### src/rtl/stopwatch_pkg.sv
// Shared types and constants for the millisecond stopwatch: FSM states,
// per-digit maxima and the bit offsets of each BCD field in the display word.
package stopwatch_pkg;

    typedef enum logic [1:0] {
        StIdle  = 2'd0,
        StRun   = 2'd1,
        StPause = 2'd2
    } state_e;

    localparam logic [3:0] DigitMax9 = 4'd9;
    localparam logic [3:0] DigitMax5 = 4'd5;

    localparam int unsigned MsOnesLsb  = 0;
    localparam int unsigned MsTensLsb  = 4;
    localparam int unsigned MsHundLsb  = 8;
    localparam int unsigned SecOnesLsb = 12;
    localparam int unsigned SecTensLsb = 16;
    localparam int unsigned MinLsb     = 20;

endpackage

### src/rtl/stopwatch_ms_bcd_digit.sv
// One BCD digit counter that wraps at MAX and signals a carry to the next digit.
module bcd_digit #(
    parameter logic [3:0] MAX = 4'd9
) (
    input  logic       clk,
    input  logic       rst,
    input  logic       clr,
    input  logic       inc,
    output logic [3:0] q,
    output logic       carry
);

    logic at_max;

    assign at_max = (q == MAX);
    assign carry  = inc & at_max;

    always_ff @(posedge clk) begin
        if (rst || clr) begin
            q <= 4'd0;
        end else if (inc) begin
            q <= at_max ? 4'd0 : q + 4'd1;
        end
    end

endmodule

### src/rtl/stopwatch_ms.sv
// Millisecond BCD stopwatch (0:00.000 .. 9:59.999) with start/stop/clear control.
// Optional lap-hold display capture is enabled by defining STOPWATCH_LAP_EN.
module stopwatch_ms
    import stopwatch_pkg::*;
(
    input  logic        clk,
    input  logic        rst,
    input  logic        tick_1khz,
    input  logic        start_stop,
    input  logic        clear,
`ifdef STOPWATCH_LAP_EN
    input  logic        lap,
    output logic        lap_hold,
`endif
    output logic [23:0] bcd,
    output logic        running,
    output logic        ovf
);

    state_e state_q, state_d;

    logic        tick_prev;
    logic        tick_rise;
    logic        count_en;
    logic [5:0]  carry;
    logic [3:0]  ms_ones, ms_tens, ms_hund, sec_ones, sec_tens, minutes;
    logic [23:0] live;

    assign tick_rise = tick_1khz & ~tick_prev;
    // Only the state held at this edge decides whether a tick counts.
    assign count_en  = tick_rise & (state_q == StRun) & ~clear;

    always_ff @(posedge clk) begin
        if (rst) begin
            tick_prev <= 1'b1;
        end else begin
            tick_prev <= tick_1khz;
        end
    end

    always_comb begin
        state_d = state_q;
        if (clear) begin
            state_d = StIdle;
        end else if (start_stop) begin
            case (state_q)
                StIdle:  state_d = StRun;
                StRun:   state_d = StPause;
                StPause: state_d = StRun;
                default: state_d = StIdle;
            endcase
        end
    end

    always_ff @(posedge clk) begin
        if (rst) begin
            state_q <= StIdle;
            running <= 1'b0;
            ovf     <= 1'b0;
        end else begin
            state_q <= state_d;
            running <= (state_d == StRun);
            ovf     <= carry[5];
        end
    end

    bcd_digit #(.MAX(DigitMax9)) u_ms_ones (
        .clk   (clk),
        .rst   (rst),
        .clr   (clear),
        .inc   (count_en),
        .q     (ms_ones),
        .carry (carry[0])
    );

    bcd_digit #(.MAX(DigitMax9)) u_ms_tens (
        .clk   (clk),
        .rst   (rst),
        .clr   (clear),
        .inc   (carry[0]),
        .q     (ms_tens),
        .carry (carry[1])
    );

    bcd_digit #(.MAX(DigitMax9)) u_ms_hund (
        .clk   (clk),
        .rst   (rst),
        .clr   (clear),
        .inc   (carry[1]),
        .q     (ms_hund),
        .carry (carry[2])
    );

    bcd_digit #(.MAX(DigitMax9)) u_sec_ones (
        .clk   (clk),
        .rst   (rst),
        .clr   (clear),
        .inc   (carry[2]),
        .q     (sec_ones),
        .carry (carry[3])
    );

    bcd_digit #(.MAX(DigitMax5)) u_sec_tens (
        .clk   (clk),
        .rst   (rst),
        .clr   (clear),
        .inc   (carry[3]),
        .q     (sec_tens),
        .carry (carry[4])
    );

    bcd_digit #(.MAX(DigitMax9)) u_min (
        .clk   (clk),
        .rst   (rst),
        .clr   (clear),
        .inc   (carry[4]),
        .q     (minutes),
        .carry (carry[5])
    );

    always_comb begin
        live = 24'h000000;
        live[MsOnesLsb  +: 4] = ms_ones;
        live[MsTensLsb  +: 4] = ms_tens;
        live[MsHundLsb  +: 4] = ms_hund;
        live[SecOnesLsb +: 4] = sec_ones;
        live[SecTensLsb +: 4] = sec_tens;
        live[MinLsb     +: 4] = minutes;
    end

`ifdef STOPWATCH_LAP_EN
    logic [23:0] lap_q;

    always_ff @(posedge clk) begin
        if (rst) begin
            lap_hold <= 1'b0;
            lap_q    <= 24'h000000;
        end else if (clear) begin
            lap_hold <= 1'b0;
        end else if (lap && (state_q != StIdle)) begin
            if (lap_hold) begin
                lap_hold <= 1'b0;
            end else begin
                lap_hold <= 1'b1;
                lap_q    <= live;
            end
        end
    end

    assign bcd = lap_hold ? lap_q : live;
`else
    assign bcd = live;
`endif

endmodule

### config.mk
export PLATFORM = sky130hd
export DESIGN_NAME = stopwatch_ms
export DESIGN_NICKNAME = d
export VERILOG_FILES = /design/src/rtl/stopwatch_pkg.sv /design/src/rtl/stopwatch_ms_bcd_digit.sv /design/src/rtl/stopwatch_ms.sv
export SDC_FILE = /design/constraint.sdc
export NUM_CORES = 1
export LEC_CHECK = 0
export ABC_AREA = 1
export BUFFER_PORTS_ARGS = -buffer_cell sky130_fd_sc_hd__clkbuf_2
export CELL_PAD_IN_SITES_DETAIL_PLACEMENT = 1
export CELL_PAD_IN_SITES_GLOBAL_PLACEMENT = 2
export CORE_AREA = 2 2 77 79
export DETAILED_ROUTE_END_ITERATION = 8
export DIE_AREA = 0 0 79 81
export GPL_ROUTABILITY_DRIVEN = 0
export HOLD_SLACK_MARGIN = 0.08
export PLACE_DENSITY_LB_ADDON = 0.1
export SYNTH_ARGS = -nofsm -noshare
export SYNTH_HDL_FRONTEND = slang
export SYNTH_HIERARCHICAL = 1
export SYNTH_SLANG_ARGS = --single-unit
### constraint.sdc
create_clock -name clk -period 2.5 [get_ports clk]
set_input_delay 0.375 -clock clk [delete_from_list [all_inputs] [get_ports clk]]
set_output_delay 0.375 -clock clk [all_outputs]
set_load 0.02 [all_outputs]
After elaboration in Yosys (flattened, before gate mapping) --
Cells that the tools add are included.
Storage, ports and cells: flip-flop bits (word level) 29, input port bits 5, output and inout bits 26
Operators by class: $add $sub $neg 6, equality and inequality tests 9, mux-type cells 9, bitwise logic cells 11, reduce and logical (&&, ||, !) cells 3
Operators by type and width (number):
- adder 4 x 1 -> 4 bit, second input constant | 6
- 2-to-1 mux 4 bit | 6
- == test 4 bit, second input constant | 5
- AND 1 bit | 9
- == test 2 x 1 -> 1 bit, second input constant | 2
- == test 4 x 3 -> 1 bit, second input constant | 1
- 2-to-1 mux 2 bit | 2
- case mux 2 bit (2 select lines) | 1
- == test 2 bit, second input constant | 1
- logical NOT 2 bit | 1
- NOT 1 bit | 2
- OR reduction 2 bit | 1
- logical OR 1 bit | 1

Logic depth before layout (Yosys ltp) --
Gate-level depths: netlist of run 1.
depth in word-level cells 10, mapped depth 29, depth with buffers taken out 29

Hierarchy --
The synthesis of run 1 kept the hierarchy.
By module, submodules not included:
- bcd_digit (u_min ...) | times used 5, cells an instance 29, area each 195.2 um^2, sequential area each 80.1 um^2
- bcd_digit (u_sec_tens) | times used 1, cells an instance 30, area each 187.7 um^2, sequential area each 80.1 um^2
- stopwatch_ms | times used 1, cells an instance 26, area each 183.9 um^2, sequential area each 100.1 um^2

Worst setup path before layout of run 1 --
Ideal clock, no wire load.
kind in2reg, from input port clear, to register u_min.q[1], data arrival time 2.371 ns, data required time 2.386 ns, setup slack 0.015 ns, cell stages on the path 28, path buffers 0, cell sequence nor2_1 > nand2_1 > nor2_1 > nand2_1 > inv_2 > nand2_1 > inv_1 > nand2_1 > inv_2 > nand2_1 > inv_1 > nand2_1 > inv_2 > nand2_1 > inv_1 > nand2_1 > inv_2 > nand2_1 > inv_1 > nand2_2 > inv_2 > nand2_1 > inv_1 > nand2_1 > inv_2 > nand2_1 > nand2_1 > nor2_1
On the way: cells in the longest elaborated chain, start to end 7, elaborated cells on any way between the ends 8
RTL lines:
- start: declaration | RTL line stopwatch_ms.sv:10 | input logic clear,
- NOT 1 bit | RTL line stopwatch_ms.sv:31 | assign count_en = tick_rise & (state_q == StRun) & ~clear;
- AND 1 bit | RTL line stopwatch_ms.sv:31
- via count_en | RTL line stopwatch_ms.sv:24 | logic count_en;
- AND 1 bit | RTL line stopwatch_ms_bcd_digit.sv:16 | assign carry = inc & at_max;
- via carry[0] | RTL line stopwatch_ms.sv:25 | logic [5:0] carry;
- AND 1 bit | RTL line stopwatch_ms_bcd_digit.sv:16
- via carry[1] | RTL line stopwatch_ms.sv:25
- AND 1 bit | RTL line stopwatch_ms_bcd_digit.sv:16
- via carry[2] | RTL line stopwatch_ms.sv:25
- AND 1 bit | RTL line stopwatch_ms_bcd_digit.sv:16
- via carry[3] | RTL line stopwatch_ms.sv:25
- AND 1 bit | RTL line stopwatch_ms_bcd_digit.sv:16
- via carry[4] | RTL line stopwatch_ms.sv:25
- end signal: assignment | RTL line stopwatch_ms_bcd_digit.sv:22 | q <= at_max ? 4'd0 : q + 4'd1;
- end: declaration | RTL line stopwatch_ms_bcd_digit.sv:9 | output logic [3:0] q,
The timed path passes the listed nets, and every way through them passes these cells. A chain may end at the register's enable or synchronous reset.

Final worst setup path of run 1 --
from register tick_prev, to register u_min.q[3]
On the way: cells in the longest elaborated chain, start to end 9
RTL lines:
- start: declaration | RTL line stopwatch_ms.sv:22 | logic tick_prev;
- start signal: assignment | RTL line stopwatch_ms.sv:37 | tick_prev <= tick_1khz;
- NOT 1 bit | RTL line stopwatch_ms.sv:29 | assign tick_rise = tick_1khz & ~tick_prev;
- AND 1 bit | RTL line stopwatch_ms.sv:29
- AND 1 bit (2 in series) | RTL line stopwatch_ms.sv:31
- via count_en | RTL line stopwatch_ms.sv:24
- AND 1 bit | RTL line stopwatch_ms_bcd_digit.sv:16
- via carry[0] | RTL line stopwatch_ms.sv:25
- AND 1 bit | RTL line stopwatch_ms_bcd_digit.sv:16
- via carry[1] | RTL line stopwatch_ms.sv:25
- AND 1 bit | RTL line stopwatch_ms_bcd_digit.sv:16
- via carry[2] | RTL line stopwatch_ms.sv:25
- AND 1 bit | RTL line stopwatch_ms_bcd_digit.sv:16
- via carry[3] | RTL line stopwatch_ms.sv:25
- AND 1 bit | RTL line stopwatch_ms_bcd_digit.sv:16
- via carry[4] | RTL line stopwatch_ms.sv:25
The timed path passes the listed nets, and every way through them passes these cells.

==> results of run 1 <==
## flip-flops by register name, summed over array words and instances, names as in the netlist, 2 cells and up
signal        cells
u_ms_tens/q       4
u_sec_tens/q      4
u_ms_ones/q       4
u_ms_hund/q       4
u_sec_ones/q      4
state_q           2
u_min/q           4
## repair_timing
action                     CTS  global route
buffers inserted             0             3
setup endpoints to repair    0             7
resized for setup            0            12
## metal layers
layer | wire length [um] | vias up
met1 | 1580 | 576
li1 | - | 721
met2 | 1480 | 20
met3 | 144 | 5
met4 | 52 | 0
met5 | 0 | -
## layout make-up
type / count / area, um2 / share of cell area (%)
Clock buffer: 8 / 80.1 / 4.47
Inverter: 30 / 113 / 6.28
Multi-Input combinational cell: 142 / 669 / 37.3
Sequential cell: 29 / 582 / 32.4
Tap cell: 75 / 93.8 / 5.23
Timing Repair Buffer: 44 / 255 / 14.2
## critical path, delay by kind of cell, from the launching register on
kind | cells | cell delay, ps
and+or+nand+nor | 16 | 1000
DFF | 1 | 300
buffers and inverters | 12 | 810
## cells in the mapped netlist
cell type   n  share of area, %
nand2_1    65                18
nor2_1     33               9.2
dfxtp_1    29                43
inv_1      19               5.3
inv_2      11               3.1
a21oi_1     8               3.0
nand3_1     7               2.6
nor2_2      6               2.8
o21ai_0     6               2.2
a21oi_2     5               3.2
nand4_1     5               2.3
nor2_4      5               4.2
nand2_2     1              0.46
or2_2       1              0.46
## worst max-delay path by stage
stage                    start         end  cells after the start
floorplan                clear  u_min/q[1]                     28
global placement         clear         ovf                     30
detailed placement       clear         ovf                     30
CTS                 state_q[0]         ovf                     28
global route         tick_prev         ovf                     29
finish               tick_prev  u_min/q[3]                     28
## stage by stage
stage / utilization [%] / area, um2 / setup TNS [ps] / hold WS (ps) / instances
after floorplan: - / 1350 / 0 / 446 / 201
after global placement: 29.5 / 1670 / -246 / 488 / 317
after detailed placement: 29.5 / 1670 / -357 / 488 / 317
after CTS: 30.9 / 1750 / 0 / 304 / 325
after global routing: 31.6 / 1790 / -8.25 / 310 / 328
final: 31.6 / 1790 / 0 / 313 / 328
## where the power goes
| part | switching (mW) | internal, mW | total [mW] |
|---|---|---|---|
| Combinational | 0.0267 | 0.0141 | 0.0408 |
| Clock | 0.170 | 0.197 | 0.367 |
| Sequential | 0.00155 | 0.465 | 0.467 |
| Total | 0.198 | 0.677 | 0.875 |
## cell families (layout without fill, tap and decap cells)
logic type / Yosys count / in the layout
and+or+nand+nor: 123 / 123
buffers and inverters: 30 / 82
DFF: 29 / 29
AOI/OAI and AO/OA: 19 / 19
==> out/metrics.yaml, run 1 <==
flow_run:
  drv_cap: 0
global_routing:
  antenna_found_initial: 0
  grt_pass1_vias: 1320
  met1_usage_pct: 13.3
  grtUsageMet3_pct: 3.22
  grt_usage_pct: 11.4
  grt_pass1_wl_mm: 5.65
  grt_max_degree: 11
  met2_usage_pct: 19.1
  grt_overflow: 0
  busiest_layer: "met2"
place:
  dpl.hpwl_mm: 2.60
  place.port_buffers: 30
  place_worst_setup_slack_ps: -104
yosys:
  synth-adder-area-share_pct: 0
  synth_xor_area_share_pct: 0
  synth_compound_gate_area_share_pct: 8.45
  syn_area_per_cell_um2: 6.70
  synth_cell_types: 14
  synth_top_family_by_area: "simple AND/OR/NAND/NOR gates"
  yosys_warnings: 6
  muxShareOfSynthArea_pct: 0
  yosys.area_share.simple_pct: 40.1
  synth_area_um2: 1350
  ys_seq_area_share_pct: 43.1
  netlist_instances: 201
  ys_ff_latch: 29
  synth_nets: 206
routing:
  postRouteAntennaNets: 0
  avgViaCountPerCell: 4.03
  routed_wl_mm: 3.26
  avgRoutedWirePerCell_um: 9.93
  drt_pass1_iterations: 3
  drtIter0Drc: 47
  vias: 1322
  drcViolationCount: 0
floorplanning:
  initial_core_util_pct: 23.7
  die_h_um: 81
  rows: 28
  die-width_um: 79
  coreArea_um2: 5680
  dieArea_um2: 6400
  pin_count: 31
sta:
  final-max-slew-violation-count: 0
  worst_slew_pin_slew_ps: 380
  fin_crit_ps: 2230
  slew_headroom_pct: 74.7
  max_freq_mhz: 449
  finalHoldViolCount: 0
  finalCritPeriodShare_pct: 89.2
  setup_violations: 0
  timing.final.ws_setup_ps: 271
  finClkSkew_ps: 4.68
cts:
  clk_transition_reported_paths_ps: 60
  clk_latency_ps: 280
  cts_htree_levels: 2
  cts.sinks: 29
  numCtsBuffers: 5
  cts_buffer_depth: 2
  cts_tree: "built"
  cts_hold_buf: 0
  cts_root_buf: "clkbuf_8"
critical_path:
  end_kind: "flip-flop"
  r2r-start: "tick_prev"
  startpoint_type: "flip-flop"
  critPathMaxStageDelay_ps: 300
  critPathSlowestCell: "dfxtp_1"
  path_max_fanout: 4
  r2r_end: "u_min/q[3]"
  worstSetupPathType: "flip-flop to flip-flop"
  cp.arrival_ps: 2400
  cpMostUsedCell: "inv_2"
  critPathRequiredTime_ps: 2680
  r2r_slack_ps: 270
  r2r_cells: 28
power_and_ir_drop:
  power_uw: 875
  leakage_nw: 0.826
  p_per_area_nw_per_um2: 488
  peakVddDrop_uv: 196
min_path:
  min_to: "tick_prev"
  hold_depth: 2
  hold_start: "tick_1khz"
  hold_path.class: "input port to flip-flop"
finish:
  layout-drive-gt1-share_pct: 35.6
  mostFrequentLayoutCells: "nand2_1, nor2_1, clkbuf_2, dfxtp_1, inv_2"
  area_delta_synth_final_pct: 33.1
  nets: 257
  num_antenna_cells: 0
  final_common_cell: "nand2_1"
  fillCellCount: 753
outcome:
  status: "finished, final reports clean"
No activity file was read; power rests on OpenSTA's default activity.
==> inputs of run 2 (changes only) <==
- CORE_AREA: 2 2 77 79 -> 2 2 73 75
- DIE_AREA: 0 0 79 81 -> 0 0 75 77
- clock period: 2.5 -> 2.4 ns (I/O delays scaled with it)
==> run 2 against run 1 <==
Critical path type unchanged. Via count increased by 4.2%. Largest power group unchanged. Largest cell class unchanged. Flip-flop and latch count unchanged. Final cell count decreased by 0.91%.
==> out/metrics.yaml, run 2 (same netlist as run 1, synthesis figures left out) <==
sta:
  fin_setup_tns_ps: 0
  max_freq_mhz: 457
  finClkSkew_ps: 6.46
  worst_slew_pin_slew_ps: 383
  final-max-slew-violation-count: 0
  holdWs_ps: 292
  finalCritPeriodShare_pct: 91.1
  finalHoldViolCount: 0
  rsz0062_at_grt: "true"
  setup_violations: 0
  fin_crit_ps: 2190
  slew_headroom_pct: 74.4
routing:
  avgViaCountPerCell: 4.24
  drt_pass1_iterations: 4
  routed_wl_mm: 3.36
  postRouteAntennaNets: 0
  drtIter0Drc: 60
  vias: 1378
  avgRoutedWirePerCell_um: 10.3
  drcViolationCount: 0
finish:
  nets: 259
  layout-drive-gt1-share_pct: 41.2
  stdcell_count: 325
  num_antenna_cells: 0
  final_core_utilization_pct: 37.0
  area_delta_synth_final_pct: 36.7
  fillCellCount: 660
  final_common_cell: "nand2_1"
  mostFrequentLayoutCells: "nand2_1, nor2_1, clkbuf_2, dfxtp_1, inv_2"
  area.sequential_um2: 583
  final_area_um2: 1840
  multi_input_area_um2: 687
outcome:
  status: "finished, final reports clean"
flow_run:
  drv_cap: 0
critical_path:
  worstSetupPathType: "flip-flop to flip-flop"
  end_kind: "flip-flop"
  r2r-start: "tick_prev"
  r2r_end: "u_min/q[3]"
  startpoint_type: "flip-flop"
  r2r_cells: 28
  critPathSlowestCell: "dfxtp_2"
  r2r_slack_ps: 210
  critPathMaxStageDelay_ps: 320
  critPathRequiredTime_ps: 2580
  path_max_fanout: 4
  cp.arrival_ps: 2370
global_routing:
  grt_max_degree: 11
  grt_overflow: 0
  antenna_found_initial: 0
  grt_usage_pct: 12.3
  grt_pass1_wl_mm: 5.65
  grt_pass1_vias: 1340
cts:
  clk_latency_ps: 280
  cts_tree: "built"
  cts_buffer_depth: 2
  cts_htree_levels: 2
  cts.sinks: 29
  cts_root_buf: "clkbuf_8"
  numCtsBuffers: 5
  clk_transition_reported_paths_ps: 70
place:
  dp_cells: 313
  dpl-instance-area_um2: 1680
  dpl.hpwl_mm: 2.62
  place.port_buffers: 30
min_path:
  min_to: "tick_prev"
  hold_start: "tick_1khz"
  hold_depth: 2
  hold_path.class: "input port to flip-flop"
power_and_ir_drop:
  peakVddDrop_uv: 298
  p_per_area_nw_per_um2: 528
  leakage_nw: 0.852
floorplanning:
  initial_core_util_pct: 27.1
  coreArea_um2: 4980
  pin_count: 31
  die-width_um: 75
  die_h_um: 77
  dieArea_um2: 5780
  rows: 26
## run 2: cell types whose count changed in the layout (fill, tap and decap cells not counted), moves of 2 or more
cell,previous run,this run
inv_1,14,12
nand2_1,60,54
buf_4,14,16
nand2_2,6,12
clkbuf_8,5,7
inv_2,16,18
clkbuf_1,3,0
## run 2: worst max-delay path: cells and delay by family (launching register included)
kind | cells | cell delay, ps
buf+inv | 11 | 720
simple gates | 17 | 1060
flops | 1 | 320
## run 2: how the worst max path moves through the flow
stage                         start    endpoint  depth (start not counted)
after global routing      tick_prev         ovf                         29
after detailed placement      clear  u_min/q[3]                         29
final                     tick_prev  u_min/q[3]                         28
after floorplan               clear  u_min/q[1]                         28
after global placement        clear         ovf                         30
after CTS                 tick_prev  u_min/q[1]                         28
## run 2: metal layers
layer	vias to the layer above	part of all wire (%)	track usage, %
met1	631	46	15.1
met3	5	4.9	4.47
met4	0	1.4	3.75
met5	-	0	0
met2	18	48	19.8
li1	724	-	-
## run 2: power breakdown
group | switching, mW | total, mW | internal (mW) | leakage [nW]
registers | 0.00155 | 0.486 | 0.485 | 0.234
clock network | 0.184 | 0.443 | 0.259 | 0.0542
logic | 0.0287 | 0.0437 | 0.0150 | 0.563
total | 0.215 | 0.973 | 0.759 | 0.852
## run 2: metrics by stage
stage | power [mW] | setup WS, ps
after CTS | 1.00 | 50.4
after detailed placement | 0.541 | -100
after global routing | 1.03 | -44.5
after global placement | 0.540 | -61.5
after floorplan | 0.521 | 13.4
final | 0.973 | 213
## run 2: what timing repair did
item / 4_1_cts / 5_1_grt
hold endpoints to repair: 0 / 0
resized for setup: 0 / 17
hold buffers: 0 / 0
setup buffers: 0 / 4
endpoints found under the setup margin: 0 / 8
## run 2: cell type report
class | instances | area share (%)
Multi-Input combinational cell | 142 | 37.3
Sequential cell | 29 | 31.7
Timing Repair Buffer | 46 | 14.7
Inverter | 30 | 6.11
Clock buffer | 7 | 5.23
Tap cell | 70 | 4.76
Clock inverter | 1 | 0.272
==> inputs of run 3 (changes only) <==
- CAP_MARGIN: not set -> 25
- PLACE_DENSITY_LB_ADDON: 0.1 -> 0.2
- clock period: 2.4 -> 2.1 ns (I/O delays scaled with it)
==> run 3 against run 2 <==
The flow now finishes with violations (negative setup slack). Wire length increased by 3.5%. Setup slack got worse by 270 ps. Core utilization increased by 4.2 points. Sequential power increased by 15%. Highest routed layer unchanged. Die area unchanged. Maximum frequency increased by 1.3%.
==> out/metrics.yaml, run 3 (same netlist as run 1, synthesis figures left out) <==
outcome:
  status: "finished with violations"
  violations: "negative setup slack"
sta:
  fin_crit_ps: 2160
  rsz0062_at_grt: "true"
  slew_headroom_pct: 74.1
  fin_setup_tns_ps: -177
  holdWs_ps: 274
  finalHoldViolCount: 0
  finClkSkew_ps: 2.48
  setup_violations: 5
  max_freq_mhz: 463
  final-max-slew-violation-count: 0
  finalCritPeriodShare_pct: 103
  worst_slew_pin_slew_ps: 389
  timing.final.ws_setup_ps: -58.6
routing:
  avgViaCountPerCell: 4.09
  routed_wl_mm: 3.48
  avgRoutedWirePerCell_um: 10.1
  postRouteAntennaNets: 0
  drtIter0Drc: 28
  drcViolationCount: 0
  drt_pass1_iterations: 4
  vias: 1411
cts:
  numCtsBuffers: 5
  cts_tree: "built"
  cts.sinks: 29
  cts_root_buf: "clkbuf_8"
  clk_latency_ps: 270
  clk_transition_reported_paths_ps: 60
  cts_htree_levels: 2
  cts_buffer_depth: 2
  cts_hold_buf: 0
place:
  place.port_buffers: 30
  dpl-instance-area_um2: 1760
  dpl.hpwl_mm: 2.48
finish:
  num_antenna_cells: 0
  fillCellCount: 653
  final_core_utilization_pct: 41.3
  layout-drive-gt1-share_pct: 48.4
  final_area_um2: 2050
  multi_input_area_um2: 749
  nets: 280
  area.sequential_um2: 583
  mostFrequentLayoutCells: "nand2_1, buf_4, nor2_1, clkbuf_2, dfxtp_1"
  final_common_cell: "nand2_1"
  area_delta_synth_final_pct: 52.4
global_routing:
  met1_usage_pct: 16.8
  grt_usage_pct: 13.3
  grt_pass1_vias: 1374
  antenna_found_initial: 0
  grt_overflow: 0
  busiest_layer: "met2"
  grt_pass1_wl_mm: 6.03
  grt_max_degree: 11
  grtUsageMet3_pct: 4.07
  met2_usage_pct: 20.7
power_and_ir_drop:
  peakVddDrop_uv: 265
  power_mw: 1.07
  leakage_nw: 1.01
  p_per_area_nw_per_um2: 521
floorplanning:
  rows: 26
  pin_count: 31
  die_h_um: 77
  coreArea_um2: 4980
  die-width_um: 75
  dieArea_um2: 5780
  initial_core_util_pct: 27.1
critical_path:
  cpMostUsedCell: "nand2_2"
  startpoint_type: "flip-flop"
  critPathRequiredTime_ps: 2260
  r2r_cells: 28
  end_kind: "flip-flop"
  path_max_fanout: 4
  critPathSlowestCell: "dfxtp_2"
  critPathMaxStageDelay_ps: 320
  worstSetupPathType: "flip-flop to flip-flop"
  cp.arrival_ps: 2320
min_path:
  hold_path.class: "input port to flip-flop"
  hold_depth: 2
flow_run:
  drv_cap: 0
==> run 3: layout make-up <==
type                            count  share of cell area, %
Sequential cell                    29                   28.4
Clock buffer                        7                   4.20
Tap cell                           70                   4.27
Inverter                           30                   5.61
Timing Repair Buffer               67                   21.0
Multi-Input combinational cell    142                   36.5
==> run 3: metrics by stage <==
| step | worst slack (ps) | std cells |
|---|---|---|
| after floorplan | -161 | 201 |
| after global placement | -185 | 320 |
| after detailed placement | -224 | 320 |
| after CTS | -53.9 | 343 |
| after global routing | -286 | 345 |
| final | -58.6 | 345 |
==> run 3: timing repair <==
item	CTS	global route
setup endpoints to repair	7	10
gates resized for setup	9	16
pin swaps	9	8
buffers inserted	16	5
==> run 3: worst paths after layout <==
kind	start	to	slack, ps
worst max-delay path	tick_prev	u_min/q[1]	-60
worst min-delay path	tick_1khz	tick_prev	270
worst max register to register	tick_prev	u_min/q[1]	-60
worst min register to register	u_ms_tens/q[2]	u_ms_tens/q[2]	490
==> run 3: layer usage <==
layer / up-vias / share of wire, % / wire length [um]
met5: - / 0 / 0
li1: 756 / - / -
met4: 0 / 1.4 / 48
met1: 635 / 47 / 1620
met2: 16 / 48 / 1670
met3: 4 / 4.0 / 140
==> run 3: worst max-delay path: cells and delay by family, from the launching register on <==
kind	cells	cell delay, ps
DFF	1	320
buffers and inverters	11	750
and+or+nand+nor	17	980
==> run 3: power by group <==
part	internal [mW]	total, mW	switching (mW)
clock	0.259	0.454	0.195
combinational	0.0223	0.0589	0.0366
sequential	0.554	0.557	0.00231
